==> src/rtl/shared_mem_port_if.sv <==
// Core-side command/response channel plus the arbitrated shared-memory request bus
// for one processor port. slave = the requester block, master = core + memory side.
interface shared_mem_port_if #(
  parameter int BUS_SIZE  = 160,
  parameter int ADDR_SIZE = 24,
  parameter int WAIT_W    = 8
);
  logic                 i_cmd_valid;
  logic                 o_cmd_ready;
  logic                 i_cmd_we;
  logic [ADDR_SIZE-1:0] i_cmd_addr;
  logic [BUS_SIZE-1:0]  i_cmd_wdata;
  logic [2:0]           i_cmd_size;
  logic                 o_rsp_valid;
  logic                 i_rsp_ready;
  logic [BUS_SIZE-1:0]  o_rsp_rdata;
  logic [WAIT_W-1:0]    o_wait_cycles;
  logic                 o_req_rd;
  logic                 o_req_wr;
  logic                 i_grant_rd;
  logic                 i_grant_wr;
  logic [ADDR_SIZE-1:0] o_mem_addr;
  logic [BUS_SIZE-1:0]  o_mem_wdata;
  logic [2:0]           o_mem_size;
  logic [BUS_SIZE-1:0]  i_mem_rd_data;

  modport slave (
    input  i_cmd_valid, i_cmd_we, i_cmd_addr, i_cmd_wdata, i_cmd_size,
    input  i_rsp_ready, i_grant_rd, i_grant_wr, i_mem_rd_data,
    output o_cmd_ready, o_rsp_valid, o_rsp_rdata, o_wait_cycles,
    output o_req_rd, o_req_wr, o_mem_addr, o_mem_wdata, o_mem_size
  );

  modport master (
    output i_cmd_valid, i_cmd_we, i_cmd_addr, i_cmd_wdata, i_cmd_size,
    output i_rsp_ready, i_grant_rd, i_grant_wr, i_mem_rd_data,
    input  o_cmd_ready, o_rsp_valid, o_rsp_rdata, o_wait_cycles,
    input  o_req_rd, o_req_wr, o_mem_addr, o_mem_wdata, o_mem_size
  );
endinterface

==> src/rtl/shared_mem_port.sv <==
// Single-outstanding requester toward the arbitrated shared scratchpad: accepts one core
// command, holds the request until granted, returns read data and the grant wait time.
module shared_mem_port #(
  parameter int BUS_SIZE   = 160,
  parameter int ADDR_SIZE  = 24,
  parameter int RD_LATENCY = 1,
  parameter int WAIT_W     = 8
) (
  input  logic             i_clk,
  input  logic             i_rst,
  shared_mem_port_if.slave bus
);
  localparam int LAT_W = (RD_LATENCY > 1) ? $clog2(RD_LATENCY) : 1;

  typedef enum logic [2:0] {IDLE, REQ_RD, REQ_WR, RD_WAIT, RSP} state_t;

  state_t               state_reg;
  logic                 cmd_ready_reg;
  logic                 req_rd_reg;
  logic                 req_wr_reg;
  logic                 rsp_valid_reg;
  logic [ADDR_SIZE-1:0] addr_reg;
  logic [BUS_SIZE-1:0]  wdata_reg;
  logic [BUS_SIZE-1:0]  rdata_reg;
  logic [2:0]           size_reg;
  logic [WAIT_W-1:0]    wait_cnt_reg;
  logic [WAIT_W-1:0]    wait_out_reg;
  logic [LAT_W-1:0]     lat_cnt_reg;
  logic                 wait_sat;

  assign wait_sat = &wait_cnt_reg;

  always_ff @(posedge i_clk or posedge i_rst) begin
    if (i_rst) begin
      state_reg     <= IDLE;
      cmd_ready_reg <= 1'b0;
      req_rd_reg    <= 1'b0;
      req_wr_reg    <= 1'b0;
      rsp_valid_reg <= 1'b0;
      addr_reg      <= '0;
      wdata_reg     <= '0;
      rdata_reg     <= '0;
      size_reg      <= '0;
      wait_cnt_reg  <= '0;
      wait_out_reg  <= '0;
      lat_cnt_reg   <= '0;
    end else begin
      case (state_reg)
        IDLE: begin
          // ready comes up one edge after reset release, then stays up while idle
          if (bus.i_cmd_valid && cmd_ready_reg) begin
            cmd_ready_reg <= 1'b0;
            addr_reg      <= bus.i_cmd_addr;
            wdata_reg     <= bus.i_cmd_wdata;
            size_reg      <= bus.i_cmd_size;
            wait_cnt_reg  <= '0;
            if (bus.i_cmd_we) begin
              req_wr_reg <= 1'b1;
              state_reg  <= REQ_WR;
            end else begin
              req_rd_reg <= 1'b1;
              state_reg  <= REQ_RD;
            end
          end else begin
            cmd_ready_reg <= 1'b1;
          end
        end
        REQ_WR: begin
          if (bus.i_grant_wr) begin
            req_wr_reg    <= 1'b0;
            rsp_valid_reg <= 1'b1;
            rdata_reg     <= '0;
            wait_out_reg  <= wait_cnt_reg;
            state_reg     <= RSP;
          end else if (!wait_sat) begin
            wait_cnt_reg <= wait_cnt_reg + WAIT_W'(1);
          end
        end
        REQ_RD: begin
          if (bus.i_grant_rd) begin
            req_rd_reg   <= 1'b0;
            lat_cnt_reg  <= LAT_W'(RD_LATENCY - 1);
            wait_out_reg <= wait_cnt_reg;
            state_reg    <= RD_WAIT;
          end else if (!wait_sat) begin
            wait_cnt_reg <= wait_cnt_reg + WAIT_W'(1);
          end
        end
        RD_WAIT: begin
          // the shared read bus only carries our data on this one edge
          if (lat_cnt_reg == '0) begin
            rdata_reg     <= bus.i_mem_rd_data;
            rsp_valid_reg <= 1'b1;
            state_reg     <= RSP;
          end else begin
            lat_cnt_reg <= lat_cnt_reg - LAT_W'(1);
          end
        end
        RSP: begin
          if (bus.i_rsp_ready) begin
            rsp_valid_reg <= 1'b0;
            cmd_ready_reg <= 1'b1;
            state_reg     <= IDLE;
          end
        end
        default: state_reg <= IDLE;
      endcase
    end
  end

  assign bus.o_cmd_ready   = cmd_ready_reg;
  assign bus.o_rsp_valid   = rsp_valid_reg;
  assign bus.o_rsp_rdata   = rdata_reg;
  assign bus.o_wait_cycles = wait_out_reg;
  assign bus.o_req_rd      = req_rd_reg;
  assign bus.o_req_wr      = req_wr_reg;
  assign bus.o_mem_addr    = addr_reg;
  assign bus.o_mem_wdata   = wdata_reg;
  assign bus.o_mem_size    = size_reg;
endmodule
==> src/flat_wrapper.sv <==
// flat-port wrapper written by rule: the top's interface ports become plain ports
module shared_mem_port_flat 
#(
  parameter int BUS_SIZE   = 160,
  parameter int ADDR_SIZE  = 24,
  parameter int RD_LATENCY = 1,
  parameter int WAIT_W     = 8
)
  (i_clk, i_rst, bus_i_cmd_valid, bus_i_cmd_we, bus_i_cmd_addr, bus_i_cmd_wdata, bus_i_cmd_size, bus_i_rsp_ready, bus_i_grant_rd, bus_i_grant_wr, bus_i_mem_rd_data, bus_o_cmd_ready, bus_o_rsp_valid, bus_o_rsp_rdata, bus_o_wait_cycles, bus_o_req_rd, bus_o_req_wr, bus_o_mem_addr, bus_o_mem_wdata, bus_o_mem_size);
  shared_mem_port_if #(.BUS_SIZE(BUS_SIZE), .ADDR_SIZE(ADDR_SIZE), .WAIT_W(WAIT_W)) bus_i ();
  input  logic i_clk;
  input  logic i_rst;
  input wire logic [$bits(bus_i.i_cmd_valid)-1:0] bus_i_cmd_valid;
  input wire logic [$bits(bus_i.i_cmd_we)-1:0] bus_i_cmd_we;
  input wire logic [$bits(bus_i.i_cmd_addr)-1:0] bus_i_cmd_addr;
  input wire logic [$bits(bus_i.i_cmd_wdata)-1:0] bus_i_cmd_wdata;
  input wire logic [$bits(bus_i.i_cmd_size)-1:0] bus_i_cmd_size;
  input wire logic [$bits(bus_i.i_rsp_ready)-1:0] bus_i_rsp_ready;
  input wire logic [$bits(bus_i.i_grant_rd)-1:0] bus_i_grant_rd;
  input wire logic [$bits(bus_i.i_grant_wr)-1:0] bus_i_grant_wr;
  input wire logic [$bits(bus_i.i_mem_rd_data)-1:0] bus_i_mem_rd_data;
  output wire logic [$bits(bus_i.o_cmd_ready)-1:0] bus_o_cmd_ready;
  output wire logic [$bits(bus_i.o_rsp_valid)-1:0] bus_o_rsp_valid;
  output wire logic [$bits(bus_i.o_rsp_rdata)-1:0] bus_o_rsp_rdata;
  output wire logic [$bits(bus_i.o_wait_cycles)-1:0] bus_o_wait_cycles;
  output wire logic [$bits(bus_i.o_req_rd)-1:0] bus_o_req_rd;
  output wire logic [$bits(bus_i.o_req_wr)-1:0] bus_o_req_wr;
  output wire logic [$bits(bus_i.o_mem_addr)-1:0] bus_o_mem_addr;
  output wire logic [$bits(bus_i.o_mem_wdata)-1:0] bus_o_mem_wdata;
  output wire logic [$bits(bus_i.o_mem_size)-1:0] bus_o_mem_size;
  assign bus_i.i_cmd_valid = bus_i_cmd_valid;
  assign bus_i.i_cmd_we = bus_i_cmd_we;
  assign bus_i.i_cmd_addr = bus_i_cmd_addr;
  assign bus_i.i_cmd_wdata = bus_i_cmd_wdata;
  assign bus_i.i_cmd_size = bus_i_cmd_size;
  assign bus_i.i_rsp_ready = bus_i_rsp_ready;
  assign bus_i.i_grant_rd = bus_i_grant_rd;
  assign bus_i.i_grant_wr = bus_i_grant_wr;
  assign bus_i.i_mem_rd_data = bus_i_mem_rd_data;
  assign bus_o_cmd_ready = bus_i.o_cmd_ready;
  assign bus_o_rsp_valid = bus_i.o_rsp_valid;
  assign bus_o_rsp_rdata = bus_i.o_rsp_rdata;
  assign bus_o_wait_cycles = bus_i.o_wait_cycles;
  assign bus_o_req_rd = bus_i.o_req_rd;
  assign bus_o_req_wr = bus_i.o_req_wr;
  assign bus_o_mem_addr = bus_i.o_mem_addr;
  assign bus_o_mem_wdata = bus_i.o_mem_wdata;
  assign bus_o_mem_size = bus_i.o_mem_size;
  shared_mem_port #(.BUS_SIZE(BUS_SIZE), .ADDR_SIZE(ADDR_SIZE), .RD_LATENCY(RD_LATENCY), .WAIT_W(WAIT_W)) u_core (.i_clk(i_clk), .i_rst(i_rst), .bus(bus_i));
endmodule
==> config.mk <==
export PLATFORM = sky130hd
export DESIGN_NAME = shared_mem_port_flat
export DESIGN_NICKNAME = d
export VERILOG_FILES = /design/src/rtl/shared_mem_port_if.sv /design/src/rtl/shared_mem_port.sv /design/src/flat_wrapper.sv
export SDC_FILE = /design/constraint.sdc
export NUM_CORES = 1
export LEC_CHECK = 0
export BUFFER_PORTS_ARGS = -buffer_cell sky130_fd_sc_hd__buf_2
export CORE_AREA = 2 2 276 278
export DETAILED_ROUTE_END_ITERATION = 16
export DIE_AREA = 0 0 278 280
export HOLD_SLACK_MARGIN = 0.03
export SYNTH_ARGS = -nofsm -noshare
export SYNTH_HDL_FRONTEND = slang
export SYNTH_SLANG_ARGS = --single-unit
==> constraint.sdc <==
create_clock -name i_clk -period 15.18 [get_ports i_clk]
set_input_delay 1.518 -clock i_clk [delete_from_list [all_inputs] [get_ports i_clk]]
set_output_delay 1.518 -clock i_clk [all_outputs]
set_load 0.005 [all_outputs]
Word-level counts from Yosys, hierarchy flattened
Cells that the tools add are included.

Output and inout bits: 359. Bits in read-only memories: 0. Bits in registers: 371. Memories kept: 0. Memory bits (writable): 0. Latch bits: 0. Word-level logic and storage cells: 83.

Reductions and logical operators: 21. Equality and inequality tests: 13. Mux-type cells: 35. Shift operators: 0. Add/subtract/negate cells: 2. Multipliers: 0. Bitwise logic cells: 0. Magnitude comparators: 0. Divide/modulo/power cells: 0.

Operator list (number): 160-bit 2-to-1 mux (2); 160-bit one-hot mux with 2 select lines (1); 8-bit 2-to-1 mux (6); 8-bit one-hot mux with 3 select lines (1); 2-bit inequality test, second input constant (8); 8-bit one-hot mux with 2 select lines (1); 4-bit AND reduction (4); 3-bit 2-to-1 mux (5); 3-bit one-hot mux with 5 select lines (1); 1-bit 2-to-1 mux (12); 2-bit nonzero test (6); 8-bit by 1-bit adder with 8-bit output, second input constant (1); 1-bit one-hot mux with 2 select lines (4); 8-bit AND reduction (1); 3-bit by 2-bit == test with 1-bit output, second input constant (2); 2-bit AND reduction (3); 3-bit AND reduction (2); 3-bit nonzero test (2); 5-bit AND reduction (1); 3-bit by 1-bit == test with 1-bit output, second input constant (1); 3-bit == test, second input constant (1); 3-bit logical NOT (1); 1-bit one-hot mux with 3 select lines (1); 2-bit 2-to-1 mux (1); other kinds (3) (3).

Depth between registers and ports, before layout
Word-level depth: 4. Depth in mapped cells: 7.

Least setup slack after synthesis
Ideal clock, no wire load.

Path kind: input to register. From: input port bus_i_cmd_valid. To: register u_core.addr_reg[23], in the netlist u_core.bus.o_mem_addr[23]. Library setup time: 125 ps. Path slack: 12537 ps. Stages: 6. Required time: 15055 ps. Arrival: 2518 ps. Cells stage by stage: nand2_1 nor4_1 buf_2 buf_6 buf_6 mux2_2.

Word-level cells in the longest chain between the ends: 2.

RTL lines: start, declared (RTL line flat_wrapper.sv:13) `input wire logic [$bits(bus_i.i_cmd_valid)-1:0] bus_i_cmd_valid;`; 1-bit logical AND (RTL line shared_mem_port.sv:51) `if (bus.i_cmd_valid && cmd_ready_reg) begin`; 2-bit AND reduction (no source line); end signal, assigned (RTL line shared_mem_port.sv:53) `addr_reg <= bus.i_cmd_addr;`; end, declared (RTL line shared_mem_port.sv:22) `logic [ADDR_SIZE-1:0] addr_reg;`.

Every way passes these cells. A chain may end at the register's enable or synchronous reset.

Worst setup path after layout
From: input port bus_i_cmd_valid. To: register u_core.addr_reg[14], in the netlist u_core.bus.o_mem_addr[14].

The elaborated chain is that of the path after synthesis.

==> flow_summary.json <==
{
  "outcome": "complete, no violations",
  "ys_dominant_reg_cell": "dfrtp_1",
  "regToRegStartpoint": "u_core.state_reg[0]$_DFFE_PP0P_",
  "wl_per_cell_um": 16.1,
  "ys_ff_latch": 370,
  "fmax_ghz": 0.262,
  "synth_top_area_share_pct": 67.2,
  "power_density_nw_per_um2": 210,
  "antenna_found_initial": 4,
  "vias": 10280,
  "dp_hpwl_um": 30900,
  "final_cells": 2584,
  "place.gp.congestion": 0.866,
  "timing_worst_setup_path_type": "primary input to register",
  "clkTransAtPathRegs_ns": 0.06,
  "final_cell_mix": "712 x buf_2, 370 x dfrtp_1, 186 x mux2_2",
  "rsz0062_at_grt": "no",
  "worst_slew_pin_slew_ns": 1.09,
  "hold_buffers": 0,
  "cp.arrival_ns": 4.24,
  "fin_hold_ws_ns": 0.488,
  "cts.sinks": 370,
  "die_h_um": 280,
  "clk_latency_ns": 0.55,
  "numCtsBuffers": 42,
  "worstPathMaxFanout": 77,
  "r2r_cells": 4,
  "period_minus_slack_ns": 3.82,
  "p_seq_share_pct": 40.9,
  "timing.rr.end": "u_core.bus.o_mem_addr[14]$_DFFE_PP0P_",
  "holdPathEnd": "u_core.bus.o_mem_wdata[66]$_DFFE_PP0P_",
  "place_inst": 2507,
  "routed_via_density": 3.98,
  "placementRows": 101,
  "required_ns": 15.60,
  "synthArstFlopShare_pct": 100,
  "holdPathStages": 1,
  "sw_frac_of_total_pct": 31.2,
  "p_leak_nw": 9.79,
  "layout_commonest_cell": "buf_2",
  "die_area_sq_um": 77800,
  "pwr-share-clk_pct": 25.4,
  "cap_viol_max_count": 0,
  "post-route-period-util_pct": 25.2,
  "grt-ovfl-total": 0,
  "syn_avg_cell_area_sq_um": 15.9,
  "synth_edf_count": 0,
  "portBuffers": 712,
  "tns_ns": 0,
  "synth_warnings": 0,
  "start_util_pct": 18.3,
  "fin_ws_ns": 11.36,
  "grt_pass1_vias": 10836,
  "worstHoldPathType": "register to register",
  "yosys.cell_types.count": 47,
  "routed-wl-met3_um": 3940,
  "synth_area_leaders": "dfrtp_1 67%, mux2_2 15%, a22o_1 10%",
  "cts_root_buf": "clkbuf_16",
  "cp-startpoint": "bus_i_cmd_valid",
  "nNetsFinal": 1928,
  "syn_nets": 1222,
  "die_width_um": 278,
  "synth_cells": 867,
  "grtUsageTotal_pct": 9.97,
  "clk_path_buf_depth": 3,
  "core_area_sq_um": 75200,
  "drive_above_1_share_pct": 61.6,
  "setup_violations": 0,
  "p_sw_mw": 1.30,
  "p_int_mw": 2.86,
  "dp_slack_ns": 10.69,
  "maxSlewViolCount": 0,
  "combPwrFrac_pct": 33.7,
  "cp-start-kind": "primary input",
  "highest_layer": "met5",
  "vdd.ir_drop.worst_mv": 0.0955,
  "htree_levels": 2,
  "wirelength_um": 41700,
  "fin_skew_ns": 0.0134,
  "wl_met1_um": 15700,
  "grt_max_degree": 109,
  "slew_headroom_pct": 27.6,
  "drtIter0Drc": 407,
  "ant_nets": 0,
  "cts_resized": 0,
  "tritoncts": "built",
  "hold_viol": 0,
  "endpoint_kind": "register",
  "min_from": "u_core.bus.o_mem_wdata[66]$_DFFE_PP0P_",
  "syn_area_sq_um": 13800,
  "grt_first_pass_wirelength_um": 61600,
  "ys_seq_area_share_pct": 67.2,
  "post_cts_buffers": 0,
  "io_pins": 713,
  "synthToLayoutAreaGrowth_pct": 43.3,
  "dr.pass1.iters": 4,
  "r2r_setup_slack_ns": 11.65,
  "wl_met2_um": 20800,
  "yosysTopAreaCell": "dfrtp_1",
  "drc": 0
}
-- power by group through the flow --
stage	clock (mW)	sequential (mW)	combinational (mW)
6_report	1.05	1.70	1.40
5_1_grt	1.14	1.75	1.52
2_1_floorplan	0	1.70	0.751
3_5_place_dp	0	1.70	1.43
4_1_cts	1.10	1.70	1.43
3_3_place_gp	0	1.70	1.39
-- critical path: stages --
cell     delay, ns
buf_2         0.09
nand2_1       0.06
nor4_2        0.64
buf_4         0.53
buf_4         0.80
mux2_2        0.42
-- synth_stat cells, types with 4 or more instances --
cell	instances
nand2b_1	4
buf_2	33
mux2_1	9
clkbuf_1	13
mux2_2	186
a21oi_1	6
nand2_1	6
dfrtp_1	370
nand3_1	5
a22o_1	160
buf_6	12
nor2_1	8
-- logic make-up (layout without fill, tap and decap cells) --
kind of cell | count (synthesis) | in the layout | synth area share (%)
DFF | 370 | 370 | 67.2
muxes | 195 | 195 | 15.9
AOI/OAI and AO/OA | 194 | 194 | 12.1
buffers and inverters | 65 | 803 | 2.79
and+or+nand+nor | 41 | 41 | 1.76
adders and majority gates | 1 | 1 | 0.0908
xor gates and xnor gates | 1 | 1 | 0.118
other | 0 | 1 | 0
-- per-stage QoR --
stage          cell area, sq um  total power [mW]  util, %
2_1_floorplan             13800              2.45        -
3_3_place_gp              18300              3.08     24.3
3_5_place_dp              18300              3.14     24.3
4_1_cts                   19700              4.23     26.3
5_1_grt                   19700              4.41     26.3
6_report                  19700              4.15     26.3
-- layer usage --
| layer | vias up | GRT usage, % |
|---|---|---|
| met1 | 5068 | 11.2 |
| met2 | 501 | 17.1 |
| met4 | 6 | 3.67 |
| li1 | 4626 | - |
| met3 | 79 | 3.86 |
| met5 | - | 0 |
-- worst max-delay path by stage --
stage	end	slack [ns]
floorplan	u_core.bus.o_cmd_ready$_DFFE_PP0P_	3.39
global placement	u_core.bus.o_mem_wdata[75]$_DFFE_PP0P_	10.79
detailed placement	u_core.bus.o_mem_addr[14]$_DFFE_PP0P_	10.69
CTS	u_core.bus.o_mem_addr[14]$_DFFE_PP0P_	11.30
global route	u_core.bus.o_mem_wdata[53]$_DFFE_PP0P_	11.18
finish	u_core.bus.o_mem_addr[14]$_DFFE_PP0P_	11.36
-- area by class of cell --
cell class	count	area, sq um
Antenna cell	1	2.50
Clock buffer	63	1240
Clock inverter	13	199
Fill cell	7811	55400
Inverter	4	22.5
Multi-Input combinational cell	432	4150
Sequential cell	370	9260
Tap cell	978	1220
Timing Repair Buffer	723	3650
(Power assumes the default switching activity.)
